$ cat config.mk
export PLATFORM = sky130hd
export DESIGN_NAME = pwm_nch_deadband
export DESIGN_NICKNAME = d
export VERILOG_FILES = /design/src/rtl/pwm_nch_deadband_pkg.sv /design/src/rtl/pwm_nch_deadband_dt_chan.sv /design/src/rtl/pwm_nch_deadband.sv
export SDC_FILE = /design/constraint.sdc
export NUM_CORES = 1
export LEC_CHECK = 0
export BUFFER_PORTS_ARGS = -buffer_cell sky130_fd_sc_hd__buf_4
export CORE_ASPECT_RATIO = 1.4
export CORE_MARGIN = 3
export CORE_UTILIZATION = 45
export CTS_CLUSTER_SIZE = 12
export DETAILED_ROUTE_END_ITERATION = 12
export GPL_TIMING_DRIVEN = 0
export HOLD_SLACK_MARGIN = 0.06
export SLEW_MARGIN = 15
export SYNTH_ARGS = -nofsm -noshare
export SYNTH_HDL_FRONTEND = slang
export SYNTH_HIERARCHICAL = 1
export SYNTH_SLANG_ARGS = --single-unit
$ cat constraint.sdc
create_clock -name clk -period 8 [get_ports clk]
set_input_delay 1.6 -clock clk [delete_from_list [all_inputs] [get_ports clk]]
set_output_delay 1.6 -clock clk [all_outputs]
set_load 0.005 [all_outputs]
$ cat src/rtl/pwm_nch_deadband_pkg.sv
// Shared defaults and types for the multi-channel dead-band PWM.
package pwm_pkg;

  localparam int PWM_WIDTH    = 11;
  localparam int PWM_NCH      = 2;
  localparam int PWM_DB_WIDTH = 6;

  typedef logic [PWM_WIDTH-1:0] duty_t;

endpackage

$ cat src/rtl/pwm_nch_deadband_dt_chan.sv
// One complementary output pair: duty compare against the shared counter,
// then dead-band shaping so that only the falling edges of hi/lo are immediate.
module pwm_dt_chan
  import pwm_pkg::*;
#(
  parameter int WIDTH    = PWM_WIDTH,
  parameter int DB_WIDTH = PWM_DB_WIDTH
) (
  input  logic                clk_i,
  input  logic                rst_n_i,
  input  logic                en_i,
  input  logic [WIDTH-1:0]    cnt_i,
  input  logic [WIDTH-1:0]    duty_i,
  input  logic [DB_WIDTH-1:0] dead_time_i,
  output logic                pwm_hi_o,
  output logic                pwm_lo_o
);

  localparam int RUN_W = DB_WIDTH + 1;
  localparam logic [RUN_W-1:0] RUN_SAT = {1'b1, {DB_WIDTH{1'b0}}};

  logic             raw;
  logic             settled;
  logic             raw_q;
  logic [RUN_W-1:0] run_q, run_d;
  logic             hi_q, lo_q;

  // run_d = length of the current constant stretch of raw, including this
  // cycle; an output may rise only once that stretch exceeds the dead time.
  always_comb begin
    raw = (cnt_i < duty_i);
    if (raw != raw_q) begin
      run_d = RUN_W'(1);
    end else if (run_q == RUN_SAT) begin
      run_d = run_q;
    end else begin
      run_d = run_q + 1'b1;
    end
    settled = (run_d > {1'b0, dead_time_i});
  end

  always_ff @(posedge clk_i) begin
    if (!rst_n_i || !en_i) begin
      raw_q <= 1'b0;
      run_q <= '0;
      hi_q  <= 1'b0;
      lo_q  <= 1'b0;
    end else begin
      raw_q <= raw;
      run_q <= run_d;
      hi_q  <= raw & settled;
      lo_q  <= ~raw & settled;
    end
  end

  assign pwm_hi_o = hi_q;
  assign pwm_lo_o = lo_q;

endmodule

$ cat src/rtl/pwm_nch_deadband.sv
// Multi-channel complementary PWM: shared period counter, shadowed duty and
// dead-time registers swapped in on the last count of each period.
module pwm_nch_deadband
  import pwm_pkg::*;
#(
  parameter int WIDTH    = PWM_WIDTH,
  parameter int NCH      = PWM_NCH,
  parameter int DB_WIDTH = PWM_DB_WIDTH
) (
  input  logic                 clk,
  input  logic                 rst_n,
  input  logic                 en,
  input  logic [NCH*WIDTH-1:0] duty,
  input  logic [NCH-1:0]       duty_wr,
  input  logic [DB_WIDTH-1:0]  dead_time,
  output logic                 period_start,
  output logic [NCH-1:0]       pwm_hi,
  output logic [NCH-1:0]       pwm_lo
);

  localparam logic [WIDTH-1:0] CNT_MAX = '1;

  logic [WIDTH-1:0]     cnt_q, cnt_d;
  logic                 period_start_q;
  logic [NCH*WIDTH-1:0] pending_q, pending_d;
  logic [NCH*WIDTH-1:0] active_q, active_d;
  logic [DB_WIDTH-1:0]  active_dt_q, active_dt_d;
  logic                 wrap;

  // A duty write landing on the wrap cycle goes straight into the load.
  always_comb begin
    wrap      = (cnt_q == CNT_MAX);
    cnt_d     = en ? cnt_q + 1'b1 : '0;
    pending_d = pending_q;
    for (int i = 0; i < NCH; i++) begin
      if (duty_wr[i]) begin
        pending_d[i*WIDTH +: WIDTH] = duty[i*WIDTH +: WIDTH];
      end
    end
    active_d    = wrap ? pending_d : active_q;
    active_dt_d = wrap ? dead_time : active_dt_q;
  end

  always_ff @(posedge clk) begin
    if (!rst_n) begin
      cnt_q          <= '0;
      period_start_q <= 1'b0;
      pending_q      <= '0;
      active_q       <= '0;
      active_dt_q    <= '0;
    end else begin
      cnt_q          <= cnt_d;
      period_start_q <= en & wrap;
      pending_q      <= pending_d;
      active_q       <= active_d;
      active_dt_q    <= active_dt_d;
    end
  end

  assign period_start = period_start_q;

  for (genvar g = 0; g < NCH; g++) begin : g_chan
    pwm_dt_chan #(
      .WIDTH    (WIDTH),
      .DB_WIDTH (DB_WIDTH)
    ) u_chan (
      .clk_i       (clk),
      .rst_n_i     (rst_n),
      .en_i        (en),
      .cnt_i       (cnt_q),
      .duty_i      (active_q[g*WIDTH +: WIDTH]),
      .dead_time_i (active_dt_q),
      .pwm_hi_o    (pwm_hi[g]),
      .pwm_lo_o    (pwm_lo[g])
    );
  end

endmodule

# After elaboration in Yosys (flattened, before gate mapping)
# Index checks and enable logic that the tools add are counted.
# word_totals
regBits	82
inputBits	33
word_cells	42
# op_classes
addsub	3
n_lt_le_gt_ge	4
n_eq_ne	5
muxes	6
bitwise	7
reduce_logical	4
# ops
cell	count
2-to-1 mux 7 bit	4
< comparator 11 bit	2
2-to-1 mux 11 bit	2
adder 7 x 1 -> 7 bit, second input constant	2
equality test 7 bit, second input constant	2
greater-than comparator 7 x 6 -> 1 bit	2
adder 11 x 1 -> 11 bit, second input constant	1
equality test 11 bit, second input constant	1
AND 1 bit	5
logical NOT 1 bit	2
!= test 1 bit	2
NOT 1 bit	2
AND reduction 2 bit	1
logical OR 1 bit	1

# Longest topological paths before layout
# Gate-level depths: netlist (run 1).
# depth
depth_word	5
ltp_mapped	14
mapped_depth_nobuf	13

# Hierarchy
# The synthesis (run 1) kept the hierarchy.
# modules_own_cells
module	n_inst	cells_per_inst	area_per_inst_um2	seq_area_each_um2
pwm_nch_deadband	1	223	2529.9	1241.2
pwm_dt_chan	2	109	882.1	200.2

# Least setup slack after synthesis (run 1)
# OpenSTA, ideal clock, no wires.
# synth_path
kind	reg-to-reg
start	register cnt_q[6]
end	register g_chan[0].u_chan.hi_q
setup_ps	132
t_arrival_ps	2546
t_required_ps	7868
slack_ps	5322
stages_incl_launch_ff	14
synth_period_minus_slack_ps	2678
path_cell_list	dfxtp_1 -> ha_1 -> a21oi_1 -> o221ai_2 -> a211oi_2 -> xor2_2 -> buf_6 -> nor2_1 -> ha_1 -> nor2b_1 -> o21ai_0 -> a21oi_1 -> o221ai_1 -> a21boi_0
# synth_between
elab_chain_cells	5
# synth_rtl
item	line_no	text
from (decl)	pwm_nch_deadband.sv:23	logic [WIDTH-1:0] cnt_q, cnt_d;
from (signal assigned)	pwm_nch_deadband.sv:52	cnt_q <= cnt_d;
< comparator 11 bit	pwm_nch_deadband_dt_chan.sv:31	raw = (cnt_i < duty_i);
!= test 1 bit	pwm_nch_deadband_dt_chan.sv:32	if (raw != raw_q) begin
2-to-1 mux 7 bit	pwm_nch_deadband_dt_chan.sv:32	
via g_chan[0].u_chan.run_d[1]	pwm_nch_deadband_dt_chan.sv:25	logic [RUN_W-1:0] run_q, run_d;
greater-than comparator 7 x 6 -> 1 bit	pwm_nch_deadband_dt_chan.sv:39	settled = (run_d > {1'b0, dead_time_i});
AND 1 bit	pwm_nch_deadband_dt_chan.sv:51	hi_q <= raw & settled;
to (signal assigned)	pwm_nch_deadband_dt_chan.sv:51	
to (decl)	pwm_nch_deadband_dt_chan.sv:26	logic hi_q, lo_q;
# The timed path passes the listed nets, and every way through them passes these cells.
# A chain may end at the register's enable or synchronous reset.

# Final worst setup path (run 1)
# layout_path
start	register cnt_q[9]
end	register g_chan[1].u_chan.hi_q
# layout_between
elab_chain_cells	5
# layout_rtl
item	line_no
< comparator 11 bit	pwm_nch_deadband_dt_chan.sv:31
!= test 1 bit	pwm_nch_deadband_dt_chan.sv:32
2-to-1 mux 7 bit	pwm_nch_deadband_dt_chan.sv:32
via g_chan[1].u_chan.run_d[1]	pwm_nch_deadband_dt_chan.sv:25
greater-than comparator 7 x 6 -> 1 bit	pwm_nch_deadband_dt_chan.sv:39
AND 1 bit	pwm_nch_deadband_dt_chan.sv:51
to (signal assigned)	pwm_nch_deadband_dt_chan.sv:51
to (decl)	pwm_nch_deadband_dt_chan.sv:26
# The timed path passes the listed nets, and every way through them passes these cells.

==> metrics.cfg, run 1 <==
[critical_path]
crit_arrival_ns=3.29
required_ns=8.20
ff2ff_setup_slack_ns=4.91
cp_cell_sequence=ha_1 > nand4_1 > o221ai_2 > a211oi_2 > xor2_2 > buf_6 > nor2_1 > ha_1 > nor2b_1 > o21ai_0 > a21oi_1 > o221ai_1 > a21boi_0
cp_common_cell=ha_1
slowest_stage=dfxtp_1
r2r_end=g_chan[1].u_chan/pwm_hi_o
critical_path_class=flop to flop
reg2reg_from=cnt_q[9]
worstPathMaxFanout=10
end_kind=flop
reg2reg_depth=13
crit_path_start_kind=flop
slowest_delay_ns=0.47

[place]
hpwl_um=6280
globalplace.congestion=0.759
dpl_cell_area_um2=4710
port-buffer-count=37

[die]
start_util_pct=46.8
ios=38
die_area_um2=10800
rows=41
die_x_um=88.6
fp.dieH_um=122
core-area_um2=9180

[logic_synthesis]
synth.area.top_cells=dfxtp_1, ha_1, mux2_4, mux2i_1, nor2b_1
yosysWarnings=6
synth_top_cell_by_area=dfxtp_1
async_reset_ff_share_pct=0
syn_avg_cell_area_um2=9.74
yosys_register_bits=82
synth_edf_count=0
syn_area_um2=4290
synth.distinct_cells=42
synthCells=441
netlist.area_leader.share_pct=38.2
ys_seq_area_share_pct=38.2
synth_ff_type=dfxtp_1
synthesis.nets=511

[detailed_routing]
num_vias=3021
highest_layer=met4
drt_iter0_markers=106
drtAntennaViolNets=0
drc=0
drt-total-wl_um=8140
wl_met1_um=3640
dr_wl_met3_um=234
drt_pre_antenna_iters=4
wl_per_cell_um=13.6
viasPerCell=5.03
wl_met2_um=4080

[clock_tree]
hold_buffers=0
cts_tree=done
htreeDepth=3
cts_root_buffer=clkbuf_16
clk_latency_ns=0.33
cts_inserted_buffers=9
clock_path_buffers=2
cts_sinks=82
cts_resized=0
cts_setup_buffers=0
clkTransAtPathRegs_ns=0.06

[power]
vdd_ir_drop_max_mv=0.122
p_leak_nw=2.23
power.density_nw_per_um2=178

[min_path]
whs_endpoint=active_dt_q[1]
hp-class=flop to flop
hold_depth=2
hp-start=active_dt_q[1]

[grt]
antenna_found_initial=0
grt_max_degree=13
grt_pass1_wl_um=14000
grt_overflow=0
grt.total_usage_pct=16.9
grt_pass1_vias=3118

[timing]
tns_ns=0
slew_headroom_pct=59.2
fmax_mhz=324
drv_slew=0
fin_crit_sh_pct=38.6
worst_pin_slew_ns=0.609
rsz0062_at_grt=false
period_minus_slack_ns=3.09
finalSetupViolCount=0
fin_worst_skew_ns=0.00576
finalHoldViolations=0

[status]
status=finished clean

[finish]
n_antenna_cell=0
post-route-util_pct=54.5
fin_nets=559
drive_gt1_share_pct=19.4
area_growth_syn_to_layout_pct=16.6
fillCellCount=859
design_area_um2=5000

[run]
cap_violations=0

[metal layers]
| metal | global-route usage, % | vias up |
|---|---|---|
| met3 | 2.64 | 12 |
| met5 | 0 | - |
| met4 | 8.79 | 0 |
| li1 | - | 1594 |
| met2 | 28.6 | 44 |
| met1 | 20.2 | 1371 |
[synth_stat cells (all sizes together) (3+ instances only)]
master,number
mux2,22
nor3,16
a211oi,4
o21ai,7
inv,38
ha,37
nand2,37
and3,6
nand2b,3
xor2,14
nand3,12
nor2,22
buf,7
dfxtp,82
and2,23
o221ai,4
nor2b,26
mux2i,29
a21oi,19
or3,4
nand4,4
clkbuf,6
xnor2,3
[layout make-up]
class                   count  area (µm²)  share of cell area, %
clock inverters             2        35.0                  0.700
repair buffers             37         278                   5.55
multi-input cells         308        2400                   48.0
well taps                 107         134                   2.67
clock buffers              14         264                   5.27
inverters                  38         143                   2.85
flip-flops and latches     82        1640                   32.8
plain buffers              13         106                   2.13
[state kept, by name, summed over array words and instances (netlist names)]
name                    flops
active_dt_q                 6
cnt_q                      11
g_chan.u_chan/raw_q         2
g_chan.u_chan/pwm_hi_o      2
g_chan.u_chan/run_q        14
pending_q                  22
period_start                1
g_chan.u_chan/pwm_lo_o      2
active_q                   22
[cell usage in the layout, fill, tap and decap left out, types with 13 or more instances in the layout]
cell type   n
mux2i_1    29
inv_1      38
mux2_4     20
a21oi_1    19
buf_4      37
dfxtp_1    82
ha_1       37
nand2_1    37
nor2b_1    26
nor3_1     13
nor2_1     22
and2_1     23
[where the power goes]
| part | internal (W) | switching, W |
|---|---|---|
| logic | 0.0000302 | 0.0000281 |
| registers | 0.000418 | 0.00000401 |
| clock network | 0.000259 | 0.000154 |
[per-stage QoR]
step | instances | worst slack [ns] | total power, W | hold WS, ns
6_report | 601 | 4.91 | 0.000892 | 0.483
5_1_grt | 601 | 4.55 | 0.000930 | 0.516
4_1_cts | 601 | 4.88 | 0.000909 | 0.494
3_5_place_dp | 585 | 4.68 | 0.000490 | 0.485
3_3_place_gp | 585 | 4.73 | 0.000489 | 0.463
2_1_floorplan | 441 | 5.32 | 0.000465 | 0.448
[critical path, delay by kind of cell (launching register included)]
family          cells  cell delay [ns]
compound gates      6             1.08
fa+ha+maj           2             0.58
flops               1             0.47
simple gates        3             0.37
xor+xnor            1             0.27
buf+inv             1             0.18
[worst max-delay path by stage]
stage / startpoint / end / slack, ns
finish: cnt_q[9] / g_chan[1].u_chan/pwm_hi_o / 4.91
global route: cnt_q[2] / g_chan[1].u_chan/pwm_lo_o / 4.55
CTS: cnt_q[10] / g_chan[1].u_chan/pwm_hi_o / 4.88
detailed placement: rst_n / active_dt_q[2] / 4.68
global placement: rst_n / active_dt_q[3] / 4.73
floorplan: cnt_q[6] / g_chan[0].u_chan/pwm_hi_o / 5.32
[cells by family after synthesis]
| logic type | after synthesis | synth area share, % |
|---|---|---|
| AO/OA/AOI/OAI | 42 | 6.64 |
| XOR/XNOR | 17 | 3.82 |
| adder cells (fa/ha/maj) | 37 | 10.8 |
| buffers and inverters | 51 | 5.80 |
| flip-flops | 82 | 38.2 |
| multiplexers | 51 | 14.3 |
| AND/OR/NAND/NOR | 161 | 20.5 |
(Power assumes the default switching activity.)
==> run 2: changes to the inputs <==
--- a/config.mk
+++ b/config.mk
@@ -5,6 +5,7 @@
 export SDC_FILE = /design/constraint.sdc
 export NUM_CORES = 1
 export LEC_CHECK = 0
+export ABC_AREA = 1
 export BUFFER_PORTS_ARGS = -buffer_cell sky130_fd_sc_hd__buf_4
 export CORE_ASPECT_RATIO = 1.4
 export CORE_MARGIN = 3
==> constraint.sdc (replaced) <==
create_clock -name clk -period 3.03 [get_ports clk]
set_input_delay 0.606 -clock clk [delete_from_list [all_inputs] [get_ports clk]]
set_output_delay 0.606 -clock clk [all_outputs]
set_load 0.005 [all_outputs]
==> run 2 against run 1 <==
  * First-iteration DRC count rose by 25%
  * Synthesized cell count increased by 60%
  * Final area is 9.0% higher
  * Clock skew rose by 0.0042 ns
==> metrics.cfg, run 2 <==
[status]
status=finished clean  ; unchanged

[detailed_routing]
drt-total-wl_um=9310  ; was 8140 µm
drc=0  ; unchanged
viasPerCell=4.39  ; was 5.03
wl_per_cell_um=10.4  ; was 13.6 µm
drt_iter0_markers=133  ; was 106
drtAntennaViolNets=0  ; unchanged
drt_pre_antenna_iters=4  ; unchanged
num_vias=3921  ; was 3021

[finish]
fin_nets=824  ; was 559
post-route-util_pct=54.2  ; was 54.5%
top_regs=active_q (22), pending_q (22), g_chan.u_chan/run_q (14)  ; unchanged
design_area_um2=5450  ; was 5000 µm²
final_cell_mix=nand2_1, inv_1, nor2_1, dfxtp_1  ; was dfxtp_1, inv_1, nand2_1, ha_1, buf_4
n_antenna_cell=0  ; unchanged
drive_gt1_share_pct=10.9  ; was 19.4%
area_growth_syn_to_layout_pct=16.4  ; was 16.6%
final_common_cell=nand2_1  ; was dfxtp_1

[grt]
antenna_found_initial=0  ; unchanged
grt_pass1_wl_um=16000  ; was 14000 µm
grt_max_degree=14  ; was 13
grt_pass1_vias=3735  ; was 3118
grt.total_usage_pct=16.9  ; about the same
grt_overflow=0  ; unchanged

[logic_synthesis]
synth.most_common_cell=nand2_1  ; was dfxtp_1
yosysWarnings=6  ; unchanged
synth_commonest_cells=nand2_1, inv_1, nor2_1  ; was dfxtp_1, inv_1, ha_1, nand2_1, mux2i_1
synthCells=706  ; was 441
synth_edf_count=0  ; unchanged
synth_top_cell_by_area=dfxtp_1  ; unchanged
netlist.area_leader.share_pct=35.0  ; was 38.2%
synth.distinct_cells=29  ; was 42
syn_avg_cell_area_um2=6.64  ; was 9.74 µm²
synthesis.nets=776  ; was 511
synth.area.top_cells=dfxtp_1, nand2_1, inv_1, ha_1, nor2_1  ; was dfxtp_1, ha_1, mux2_4, mux2i_1, nor2b_1
async_reset_ff_share_pct=0  ; unchanged
yosys_register_bits=82  ; unchanged
syn_area_um2=4690  ; was 4290 µm²
ys_seq_area_share_pct=35.0  ; was 38.2%
synth_ff_type=dfxtp_1  ; unchanged

[timing]
hold_ws_ns=0.494  ; was 0.483 ns
fin_worst_skew_ns=0.00994  ; was 0.00576 ns
fmax_mhz=385  ; was 324 MHz
rsz0062_at_grt=false  ; unchanged
slew_headroom_pct=68.5  ; was 59.2%
fin_crit_sh_pct=85.7  ; was 38.6%
worst_pin_slew_ns=0.472  ; was 0.609 ns
fin_ws_ns=0.432  ; was 4.91 ns
finalHoldViolations=0  ; unchanged
period_minus_slack_ns=2.60  ; was 3.09 ns
drv_slew=0  ; unchanged
tns_ns=0  ; unchanged
finalSetupViolCount=0  ; unchanged

[critical_path]
crit_arrival_ns=2.87  ; was 3.29 ns
reg2reg_depth=16  ; was 13
crit_path_start_kind=flop  ; unchanged
required_ns=3.30  ; was 8.20 ns
critical_path_class=flop to flop  ; unchanged
worstPathMaxFanout=10  ; unchanged
end_kind=flop  ; unchanged

[place]
port-buffer-count=37  ; unchanged
globalplace.congestion=0.797  ; was 0.759
dp_slack_ns=0.448  ; was 4.68 ns
hpwl_um=7230  ; was 6280 µm
dpl_cell_area_um2=5130  ; was 4710 µm²

[run]
cap_violations=0  ; unchanged

[die]
die_x_um=92.3  ; was 88.6 µm
rows=43  ; was 41
fp.dieH_um=127  ; was 122 µm
start_util_pct=46.6  ; was 46.8%
ios=38  ; unchanged
core-area_um2=10100  ; was 9180 µm²
die_area_um2=11700  ; was 10800 µm²

[clock_tree]
cts_root_buffer=clkbuf_16  ; unchanged
clk_latency_ns=0.34  ; was 0.33 ns
hold_buffers=0  ; unchanged
cts_inserted_buffers=9  ; unchanged
cts_setup_buffers=0  ; unchanged
clock_path_buffers=2  ; unchanged
cts_resized=0  ; unchanged
cts_sinks=82  ; unchanged
cts_tree=done  ; unchanged
clkTransAtPathRegs_ns=0.06  ; about the same
htreeDepth=3  ; unchanged

[min_path]
hold_depth=1  ; was 2
hp-class=flop to flop  ; unchanged

[power]
power.density_nw_per_um2=454  ; was 178 nW/µm²
p_leak_nw=2.75  ; was 2.23 nW
vdd_ir_drop_max_mv=0.375  ; was 0.122 mV

[run 2: cell types whose count changed in the layout (fill, tap and decap cells not counted), sizes merged, moves of 6 or more]
| cell | delta |
|---|---|
| nand2 | +152 |
| inv | +138 |
| nor2 | +77 |
| mux2i | -29 |
| nand4 | +26 |
| nor2b | -26 |
| and2 | -23 |
| mux2 | -22 |
| nand3 | +8 |
| and3 | -6 |
| nor3 | -6 |
| xor2 | -6 |
[run 2: cell type report]
class / instances / area (µm²)
inverter: 176 / 661
clock buffer: 11 / 243
clock inverter: 5 / 77.6
fill: 1039 / 4610
sequential: 82 / 1640
multi-input combinational: 430 / 2290
tap: 135 / 169
timing repair buffer: 37 / 278
buffer: 18 / 98.8
[run 2: routing by layer]
layer  up-vias  GRT usage, %  share of wire, %  wire length [µm]
li1       2202             -                 -                 -
met1      1646          18.8                44              4090
met2        56          31.2                50              4620
met3        17          2.25               3.8               354
met4         0          8.57               2.6               239
met5         -             0                 0                 0
[run 2: power by group]
part	total (W)	internal, W	switching, W
Clock	0.00117	0.000741	0.000433
Sequential	0.00112	0.00111	0.0000101
Combinational	0.000188	0.0000797	0.000108
[run 2: logic make-up (layout without fill, tap and decap cells)]
logic type / after synthesis / count (layout) / share of synthesized area (%)
flip-flops: 82 / 82 / 35.0
buffers and inverters: 194 / 247 / 16.2
AO/OA/AOI/OAI: 32 / 32 / 3.74
AND/OR/NAND/NOR: 350 / 350 / 33.1
XOR/XNOR: 11 / 11 / 2.06
adder cells (fa/ha/maj): 37 / 37 / 9.88
[run 2: critical path, stage by stage, from the launching register on]
cell and delay, ns:
dfxtp_1 0.50, ha_1 0.32, a21oi_1 0.15, nand2_1 0.06
nand2_1 0.12, nand4_2 0.18, nand2_4 0.18, nor2_1 0.06
ha_1 0.28, nand2_1 0.06, o21ai_0 0.15, nand2_1 0.08
nand2_1 0.07, nand2_1 0.05, nand2_1 0.05, nand2_1 0.07
a21oi_1 0.14
[run 2: path summary, 6_finish.rpt]
kind	startpoint	to	slack, ns
setup / recovery	cnt_q[6]	g_chan[1].u_chan/pwm_lo_o	0.43
hold / removal	cnt_q[0]	cnt_q[0]	0.49
setup reg to reg	cnt_q[6]	g_chan[1].u_chan/pwm_lo_o	0.43
hold reg to reg	cnt_q[0]	cnt_q[0]	0.49
[run 2: per-stage QoR]
step	std cells	power (W)
2_1_floorplan	706	0.00126
3_3_place_gp	878	0.00132
3_5_place_dp	878	0.00133
4_1_cts	894	0.00251
5_1_grt	894	0.00259
6_report	894	0.00248
